$ cat src/rtl/prince_cms_pkg.sv
// rtl/prince_cms_pkg.sv - shared constants and types for the masked PRINCE datapath
package prince_cms_pkg;

   localparam int DEF_SHARES  = 3;
   localparam int DEF_NIBBLES = 16;
   localparam int NIBBLE_W    = 4;
   localparam int SLICE_W     = NIBBLE_W * DEF_NIBBLES;

   typedef logic [NIBBLE_W-1:0] nibble_t;

endpackage

$ cat src/rtl/prince_inv_affine_nibble.sv
// rtl/prince_inv_affine_nibble.sv - inverse Sbox output affine map on one 4-bit lane
module prince_inv_affine_nibble
   import prince_cms_pkg::*;
(
   input  nibble_t raw,
   output nibble_t mapped
);

   // Lane bit 0 is the nibble MSB: [o0,o1,o2,o3] -> [o1, o0, o3, o0^o2^o3]
   assign mapped = {raw[2], raw[3], raw[0], raw[3] ^ raw[1] ^ raw[0]};

endmodule

$ cat src/rtl/prince_inv_affine_pipe.sv
// rtl/prince_inv_affine_pipe.sv - two-stage share-wise inverse affine pipeline with flush
module prince_inv_affine_pipe
   import prince_cms_pkg::*;
#(
   parameter int SHARES  = DEF_SHARES,
   parameter int NIBBLES = DEF_NIBBLES
) (
   input  logic                            clk,
   input  logic                            rst,
   input  logic                            i_valid,
   output logic                            o_ready,
   input  logic [SHARES*NIBBLE_W*NIBBLES-1:0] i_shares,
   input  logic                            i_flush,
   output logic                            o_valid,
   input  logic                            i_ready,
   output logic [SHARES*NIBBLE_W*NIBBLES-1:0] o_shares
);

   localparam int W     = NIBBLE_W * NIBBLES;
   localparam int TOTAL = SHARES * W;

   logic             s1_valid;
   logic             s2_valid;
   logic [TOTAL-1:0] s1_data;
   logic [TOTAL-1:0] s2_data;
   logic [TOTAL-1:0] mapped;
   logic             in_fire;
   logic             s2_load;
   logic             out_fire;

   // S1 can take a beat whenever it is empty or about to drain into S2
   assign o_ready  = !i_flush && (!s2_valid || i_ready || !s1_valid);
   assign in_fire  = i_valid && o_ready;
   assign s2_load  = s1_valid && (!s2_valid || i_ready);
   assign out_fire = s2_valid && i_ready;

   always_ff @(posedge clk) begin
      if (rst) begin
         s1_valid <= 1'b0;
         s2_valid <= 1'b0;
      end else if (i_flush) begin
         s1_valid <= 1'b0;
         s2_valid <= 1'b0;
      end else begin
         if (in_fire) begin
            s1_valid <= 1'b1;
         end else if (s2_load) begin
            s1_valid <= 1'b0;
         end
         if (s2_load) begin
            s2_valid <= 1'b1;
         end else if (out_fire) begin
            s2_valid <= 1'b0;
         end
      end
   end

   always_ff @(posedge clk) begin
      if (rst) begin
         s1_data <= '0;
         s2_data <= '0;
      end else begin
         if (in_fire) begin
            s1_data <= i_shares;
         end
         if (s2_load) begin
            s2_data <= mapped;
         end
      end
   end

   // Each lane instance reads and writes only its own share slice
   for (genvar s = 0; s < SHARES; s++) begin : g_share
      for (genvar k = 0; k < NIBBLES; k++) begin : g_nib
         prince_inv_affine_nibble u_nib (
            .raw   (s1_data[s*W + NIBBLE_W*k +: NIBBLE_W]),
            .mapped(mapped[s*W + NIBBLE_W*k +: NIBBLE_W])
         );
      end
   end

   assign o_valid  = s2_valid;
   assign o_shares = s2_data;

endmodule
$ cat config.mk
export PLATFORM = sky130hd
export DESIGN_NAME = prince_inv_affine_pipe
export DESIGN_NICKNAME = d
export VERILOG_FILES = /design/src/rtl/prince_cms_pkg.sv /design/src/rtl/prince_inv_affine_nibble.sv /design/src/rtl/prince_inv_affine_pipe.sv
export SDC_FILE = /design/constraint.sdc
export NUM_CORES = 1
export LEC_CHECK = 0
export CAP_MARGIN = 20
export CORE_MARGIN = 2
export CORE_UTILIZATION = 44
export DETAILED_ROUTE_END_ITERATION = 8
export GPL_ROUTABILITY_DRIVEN = 0
export PLACE_DENSITY_LB_ADDON = 0.1
export SLEW_MARGIN = 15
export SYNTH_ARGS = -nofsm -noshare
export SYNTH_HDL_FRONTEND = slang
export SYNTH_SLANG_ARGS = --single-unit
export TNS_END_PERCENT = 10
$ cat constraint.sdc
create_clock -name clk -period 1.7 [get_ports clk]
set_clock_uncertainty 0.2 [all_clocks]
set_input_delay 0.425 -clock clk [delete_from_list [all_inputs] [get_ports clk]]
set_output_delay 0.425 -clock clk [all_outputs]
set_load 0.05 [all_outputs]
==> impl_metrics.csv, run 1 <==
group,metric,value,unit
run_status,status,"finished with violations",
run_status,violations,"setup timing",
pwr,switchingPower,0.005057,W
detailed_routing,ant_nets,0,
synth,synth_xor_area_frac,0.05119,
floorplanning,io_pins,391,
clock_tree,clock-sinks,386,
floorplanning,core_area,36700,µm²
timing,slew_headroom,0.6670,
timing,hold_ws,0.1501,ns
placed_design,dp.cells,2525,
synth,synth_top_area_share,0.4705,
placed_design,hpwl,32.04,mm
synth,synth_ff_type,"dfxtp_1",
critical_path,critical_path_required,1.07,ns
finish,nFillCells,2750,
timing,finalMaxSlewViolations,0,
detailed_routing,drt-pass1-iter-count,5,
clock_tree,clk_path_buf_depth,3,
clock_tree,numCtsBuffers,42,
synth,syn-num-nets,1953,
global_route,grt_pass1_vias,13744,
timing,hold_viol_final,0,
synth,synth_seq_cells,386,
critical_path,cp_top_family,"flip-flops",
synth,synthMuxAreaShare,0.1170,
critical_path,crit_arrival,1.40,ns
timing,fmax,493.5,MHz
clock_tree,htree_levels,2,
synth,postSynth.asyncResetShare,0,
clock_tree,tritoncts,"yes",
synth,yosysTopAreaCell,"dfxtp_1",
synth,synth_top_family_by_area,"simple AND/OR/NAND/NOR gates",
global_route,grt_start_max_net_pins,104,
clock_tree,root_buffer,"clkbuf_16",
synth,ys_seq_area_frac,0.4705,
placed_design,io_buffers,390,
pwr,powerDensity,834.4,nW/µm²
critical_path,worstSetupStartpointType,"register",
placed_design,place_ws,-0.5269,ns
detailed_routing,first_iter_violations,717,
synth,synth-simple-area-share,0.2105,
worst_hold_path,min_path_type,"in -> reg",
pwr,clkPwrFrac,0.419,
synth,synth_common_cells,"nand2b_1 (434), dfxtp_1 (386), mux2i_1 (192), a21oi_1 (147)",
synth,netlist-cell-type-count,20,
finish,seq_area,7969,µm²
synth,synth_compound_area_frac,0.1112,
floorplanning,initial_core_util,0.4476,
timing,fin_crit,2.026,ns
timing,rsz0062_at_grt,"true",
global_route,grt_pass1_wl,74.38,mm
floorplanning,dieHeight,197.2,µm
synth,synthAdderAreaFrac,0,
detailed_routing,vias,13777,
finish,drive_gt1_frac,0.2659,
finish,multiInputGateArea,8283,µm²
critical_path,crit_fanout,2,
timing,period_share,1.192,
floorplanning,die_w,197.2,µm
pwr,comb_power_share,0.126,
run,cap_violations,0,
timing,worstMarginPinSlew,0.4995,ns
synth,syn-instance-count,1756,
pwr,swShare,0.2389,
finish,final_cells,2629,
synth,ys.warnings.count,0,
global_route,grt_usage,0.2377,
pwr,p_seq_frac,0.455,
pwr,vdd_ir_drop_max,0.0006939,V
timing,setup_violations,263,
floorplanning,rows,70,
clock_tree,cts.clk_slew.worst_paths,0.06,ns
clock_tree,worstSkewPairLatency,0.52,ns
floorplanning,die_area,38890,µm²
critical_path,crit_path_end_kind,"output port",
finish,nets,2320,
finish,syn_to_final_growth,54.45,%
detailed_routing,drc,0,
critical_path,cpPeakStageDelay,0.34,ns
synth,yosysMostFrequentCell,"nand2b_1",
critical_path,critPathBufInv,2,
timing,setup_tns,-17.86,ns
pwr,p_leak,9.312,nW
detailed_routing,drt_wl_total,49.82,mm
detailed_routing,vias_per_cell,5.240,
critical_path,path_cells,"nor2b_4 -> buf_6 -> a21oi_4 -> buf_8",
global_route,antenna_found_initial,13,
synth,netlist_area,16420,µm²
pwr,p_int,0.01611,W
synth,ys_top_cells_by_area,"dfxtp_1 (47%), nand2b_1 (17%), mux2i_1 (12%)",
critical_path,cp_slowest_cell,"dfxtp_4",
critical_path,path_class,"reg -> out",
synth,avgSynthCellArea,9.353,µm²
global_route,overflow,0,
synth,synth_edf_count,0,
timing,worst_slack,-0.3263,ns
detailed_routing,post_drt_wl_per_cell,18.95,µm
-- tightest hold or removal path, cell delays in order --
cell and delay [ns]:
buf_8 0.10, buf_12 0.23, a21oi_1 0.06
-- what timing repair did --
item,in CTS,in global routing
cloned,0,10
gates resized for setup,98,173
buffers inserted,5,9
hold buffers,0,0
setup endpoints to repair,94,426
pin swaps,2,10
-- kinds of logic (layout without fill, tap and decap cells) --
group	count (synthesis)	count (layout)
compound gates	340	340
xor+xnor	96	96
buf+inv	160	555
flops	386	386
mux	192	192
other cells	0	10
simple gates	582	582
-- metrics by stage --
step / total power (W) / util / cell area, µm²
4_1_cts: 0.02132 / 0.6730 / 24700
5_1_grt: 0.02192 / 0.6912 / 25370
3_5_place_dp: 0.01243 / 0.6314 / 23170
6_report: 0.02117 / 0.6913 / 25370
2_1_floorplan: 0.01114 / - / 16470
3_3_place_gp: 0.01239 / 0.6314 / 23170
-- area by class of cell --
cell class | instances | share of cell area
inverters | 1 | 0.0002466
multi-input cells | 1210 | 0.3265
clock buffers | 66 | 0.04898
diodes | 10 | 0.0009864
well taps | 468 | 0.02308
flip-flops and latches | 386 | 0.3141
repair buffers | 482 | 0.2828
clock inverters | 6 | 0.003305
-- power by group through the flow --
stage                     clock network [W]  logic (W)  registers, W
after floorplan                           0    0.00116       0.00999
after detailed placement                  0    0.00261       0.00982
after global placement                    0    0.00258       0.00981
after CTS                           0.00905    0.00264       0.00963
final                               0.00886    0.00267       0.00963
after global routing                0.00942    0.00284       0.00967
-- cells in the final DEF (no fill, tap or decap), drive strengths merged --
master         count
nand2b           434
dfxtp            386
buf              281
clkdlybuf4s50    194
mux2i            192
a21oi            147
nand3            144
o21ai            144
clkbuf            72
xor2              48
xnor2             48
o22ai             48
diode             10
clkinv             3
bufinv             2
inv                2
nor2b              1
or3                1
nor2               1
nor3               1
a211oi             1
dlymetal6s2s       1
-- per-layer routing --
layer  track usage  part of all wire  up-vias
met4       0.08438             0.032        6
met1        0.3098              0.43     6628
met3       0.05464             0.066       90
met2        0.3862              0.48      395
met5             0           0.00074        -
li1              -                 -     6658
-- path summary, 6_finish.rpt --
check             slack (ns)        start  cells after the start             to
hold reg to reg         0.25  s1_data[86]                      2   o_shares[87]
setup / recovery       -0.33      o_valid                      4        o_ready
hold / removal          0.15          rst                      3  o_shares[177]
setup reg to reg       -0.18      o_valid                      7    s1_data[76]
-- registers in the layout, summed over array words and instances, names as in the netlist --
signal,flops
o_shares,192
s1_valid,1
s1_data,192
o_valid,1
Note: power is estimated with default switching activity, not from simulation.
==> run 2: changes to the inputs <==
- clock period: 1.7 -> 2.55 ns (I/O delays scaled with it)
==> impl_metrics.csv, run 2 (synthesis results as in run 1) <==
group,metric,value,unit
critical_path,reg2reg_slack,0.68,ns
critical_path,worstSetupStartpointType,"register",
timing,fmax,397.8,MHz
run,cap_violations,0,
critical_path,worstSetupPathDepth,1,
timing,finalMaxSlewViolations,0,
detailed_routing,drt-pass1-iter-count,5,
pwr,p_int,0.01097,W
finish,layout.cells.most_common,"nand2b_1",
detailed_routing,drt_wl_total,45.71,mm
finish,final_cells,2581,
timing,slew_headroom,0.5735,
worst_hold_path,min_path_type,"reg -> reg",
clock_tree,numCtsBuffers,43,
floorplanning,core_area,36700,µm²
clock_tree,htree_levels,2,
global_route,overflow,0,
timing,worstMarginPinSlew,0.6397,ns
clock_tree,root_buffer,"clkbuf_16",
detailed_routing,drc,0,
floorplanning,dieHeight,197.2,µm
critical_path,path_cells,"clkdlybuf4s50_1",
finish,nets,2269,
critical_path,crit_fanout,2,
critical_path,crit_path_end_kind,"output port",
detailed_routing,post_drt_wl_per_cell,17.71,µm
timing,fin_crit,2.514,ns
pwr,clkPwrFrac,0.446,
floorplanning,die_w,197.2,µm
detailed_routing,ant_nets,0,
pwr,swShare,0.2344,
critical_path,critical_path_required,1.71,ns
pwr,switchingPower,0.003358,W
pwr,vdd_ir_drop_max,0.0004912,V
clock_tree,post-cts-setup-buffers,0,
critical_path,critPathBufInv,1,
clock_tree,worstSkewPairLatency,0.52,ns
critical_path,path_class,"reg -> out",
finish,syn_to_final_growth,36.26,%
global_route,grt_start_max_net_pins,177,
detailed_routing,vias,13209,
pwr,report.power.total,0.01433,W
clock_tree,clk_path_buf_depth,3,
clock_tree,cts.clk_slew.worst_paths,0.06,ns
critical_path,reg2reg_to,"o_shares[88]",
timing,worst_slack,0.03613,ns
clock_tree,postCtsHoldBufs,0,
timing,hold_ws,0.2643,ns
floorplanning,rows,70,
finish,nFillCells,3135,
placed_design,dp.cells,2495,
global_route,grt_pass1_wl,71.30,mm
clock_tree,clock-sinks,386,
finish,drive_gt1_frac,0.06369,
placed_design,io_buffers,390,
floorplanning,initial_core_util,0.4476,
detailed_routing,vias_per_cell,5.118,
floorplanning,io_pins,391,
placed_design,place_ws,-0.02054,ns
critical_path,cp-endpoint,"o_shares[130]",
critical_path,rr_worst_depth,4,
pwr,powerDensity,640.2,nW/µm²
global_route,grt_usage,0.2271,
critical_path,cpPeakStageDelay,0.81,ns
critical_path,crit_arrival,1.68,ns
pwr,comb_power_share,0.108,
pwr,p_leak,9.263,nW
critical_path,cp_top_family,"buffers and inverters",
run_status,status,"finished clean",
critical_path,reg2reg_from,"s1_valid",
global_route,antenna_found_initial,9,
pwr,p_seq_frac,0.446,
placed_design,hpwl,29.98,mm
detailed_routing,first_iter_violations,649,
clock_tree,tritoncts,"yes",
critical_path,cp_slowest_cell,"clkdlybuf4s50_1",
timing,setup_tns,0,ns
critical_path,startpoint,"o_shares[130]",
floorplanning,die_area,38890,µm²
finish,layout_common_cells,"nand2b_1 (433), dfxtp_1 (385), clkdlybuf4s50_1 (257)",
timing,setup_violations,0,
global_route,grt_pass1_vias,13001,
timing,period_share,0.9858,
timing,rsz0062_at_grt,"false",
timing,hold_viol_final,0,
[run 2: cell types whose count changed in the layout (fill, tap and decap cells not counted), moves of 25 or more]
cell | before | now
dfxtp_1 | 215 | 385
buf_12 | 226 | 19
dlygate4sd2_1 | 0 | 78
a21oi_1 | 120 | 145
dfxtp_2 | 160 | 0
clkdlybuf4s50_1 | 194 | 257
dlymetal6s2s_1 | 1 | 50
o21ai_0 | 119 | 144
[run 2: routing by layer]
metal,global-route usage,wire (µm),vias up
li1,-,-,6558
met1,0.3071,20680,6176
met4,0.07407,1063,0
met2,0.3585,20790,409
met5,0,0,-
met3,0.05242,3172,66
[run 2: repair_timing]
item	CTS	global route
endpoints found under the hold margin	0	0
resized for setup	78	50
setup endpoints to repair	78	50
[run 2: worst min-delay path, cell delays in order (launching register included)]
cell     delay [ns]
dfxtp_1        0.31
nand3_1        0.06
a21oi_1        0.05
[run 2: power by group through the flow]
stage	sequential [W]	clock, W	combinational, W
after floorplan	0.00666	0	0.000769
after global placement	0.00652	0	0.00156
after detailed placement	0.00652	0	0.00157
after CTS	0.00639	0.00653	0.00156
after global routing	0.00641	0.00678	0.00166
final	0.00639	0.00639	0.00155
[run 2: how the worst min path moves through the flow]
stage                      start             to  slack, ns  cells after the start
global placement    s1_data[174]  o_shares[175]       0.25                      2
global route         s1_data[94]   o_shares[95]       0.28                      2
floorplan           s1_data[102]  o_shares[103]       0.24                      2
CTS                          rst   o_shares[19]       0.24                      2
finish               s1_data[94]   o_shares[95]       0.26                      2
detailed placement  s1_data[126]  o_shares[127]       0.26                      2
[run 2: cell type report]
| cell class | count | area [µm²] | share of cell area |
|---|---|---|---|
| Sequential cell | 386 | 7731 | 0.3454 |
| Inverter | 1 | 6.256 | 0.0002795 |
| Clock buffer | 66 | 1355 | 0.06055 |
| Multi-Input combinational cell | 1210 | 8085 | 0.3613 |
| Tap cell | 468 | 585.6 | 0.02616 |
| Timing Repair Buffer | 430 | 4464 | 0.1995 |
| Clock inverter | 11 | 130.1 | 0.005814 |
| Antenna cell | 9 | 22.52 | 0.001006 |
[run 2: metrics by stage]
step | cell area, µm² | utilization
floorplan | 16430 | -
global placement | 20850 | 0.5680
detailed placement | 20850 | 0.5680
CTS | 22230 | 0.6058
global route | 22380 | 0.6097
finish | 22380 | 0.6099
==> run 3: changes to the inputs <==
- GPL_ROUTABILITY_DRIVEN: 0 -> not set
==> results of run 3 <==
Final layout, timing and power as in run 2 (identical DEF).
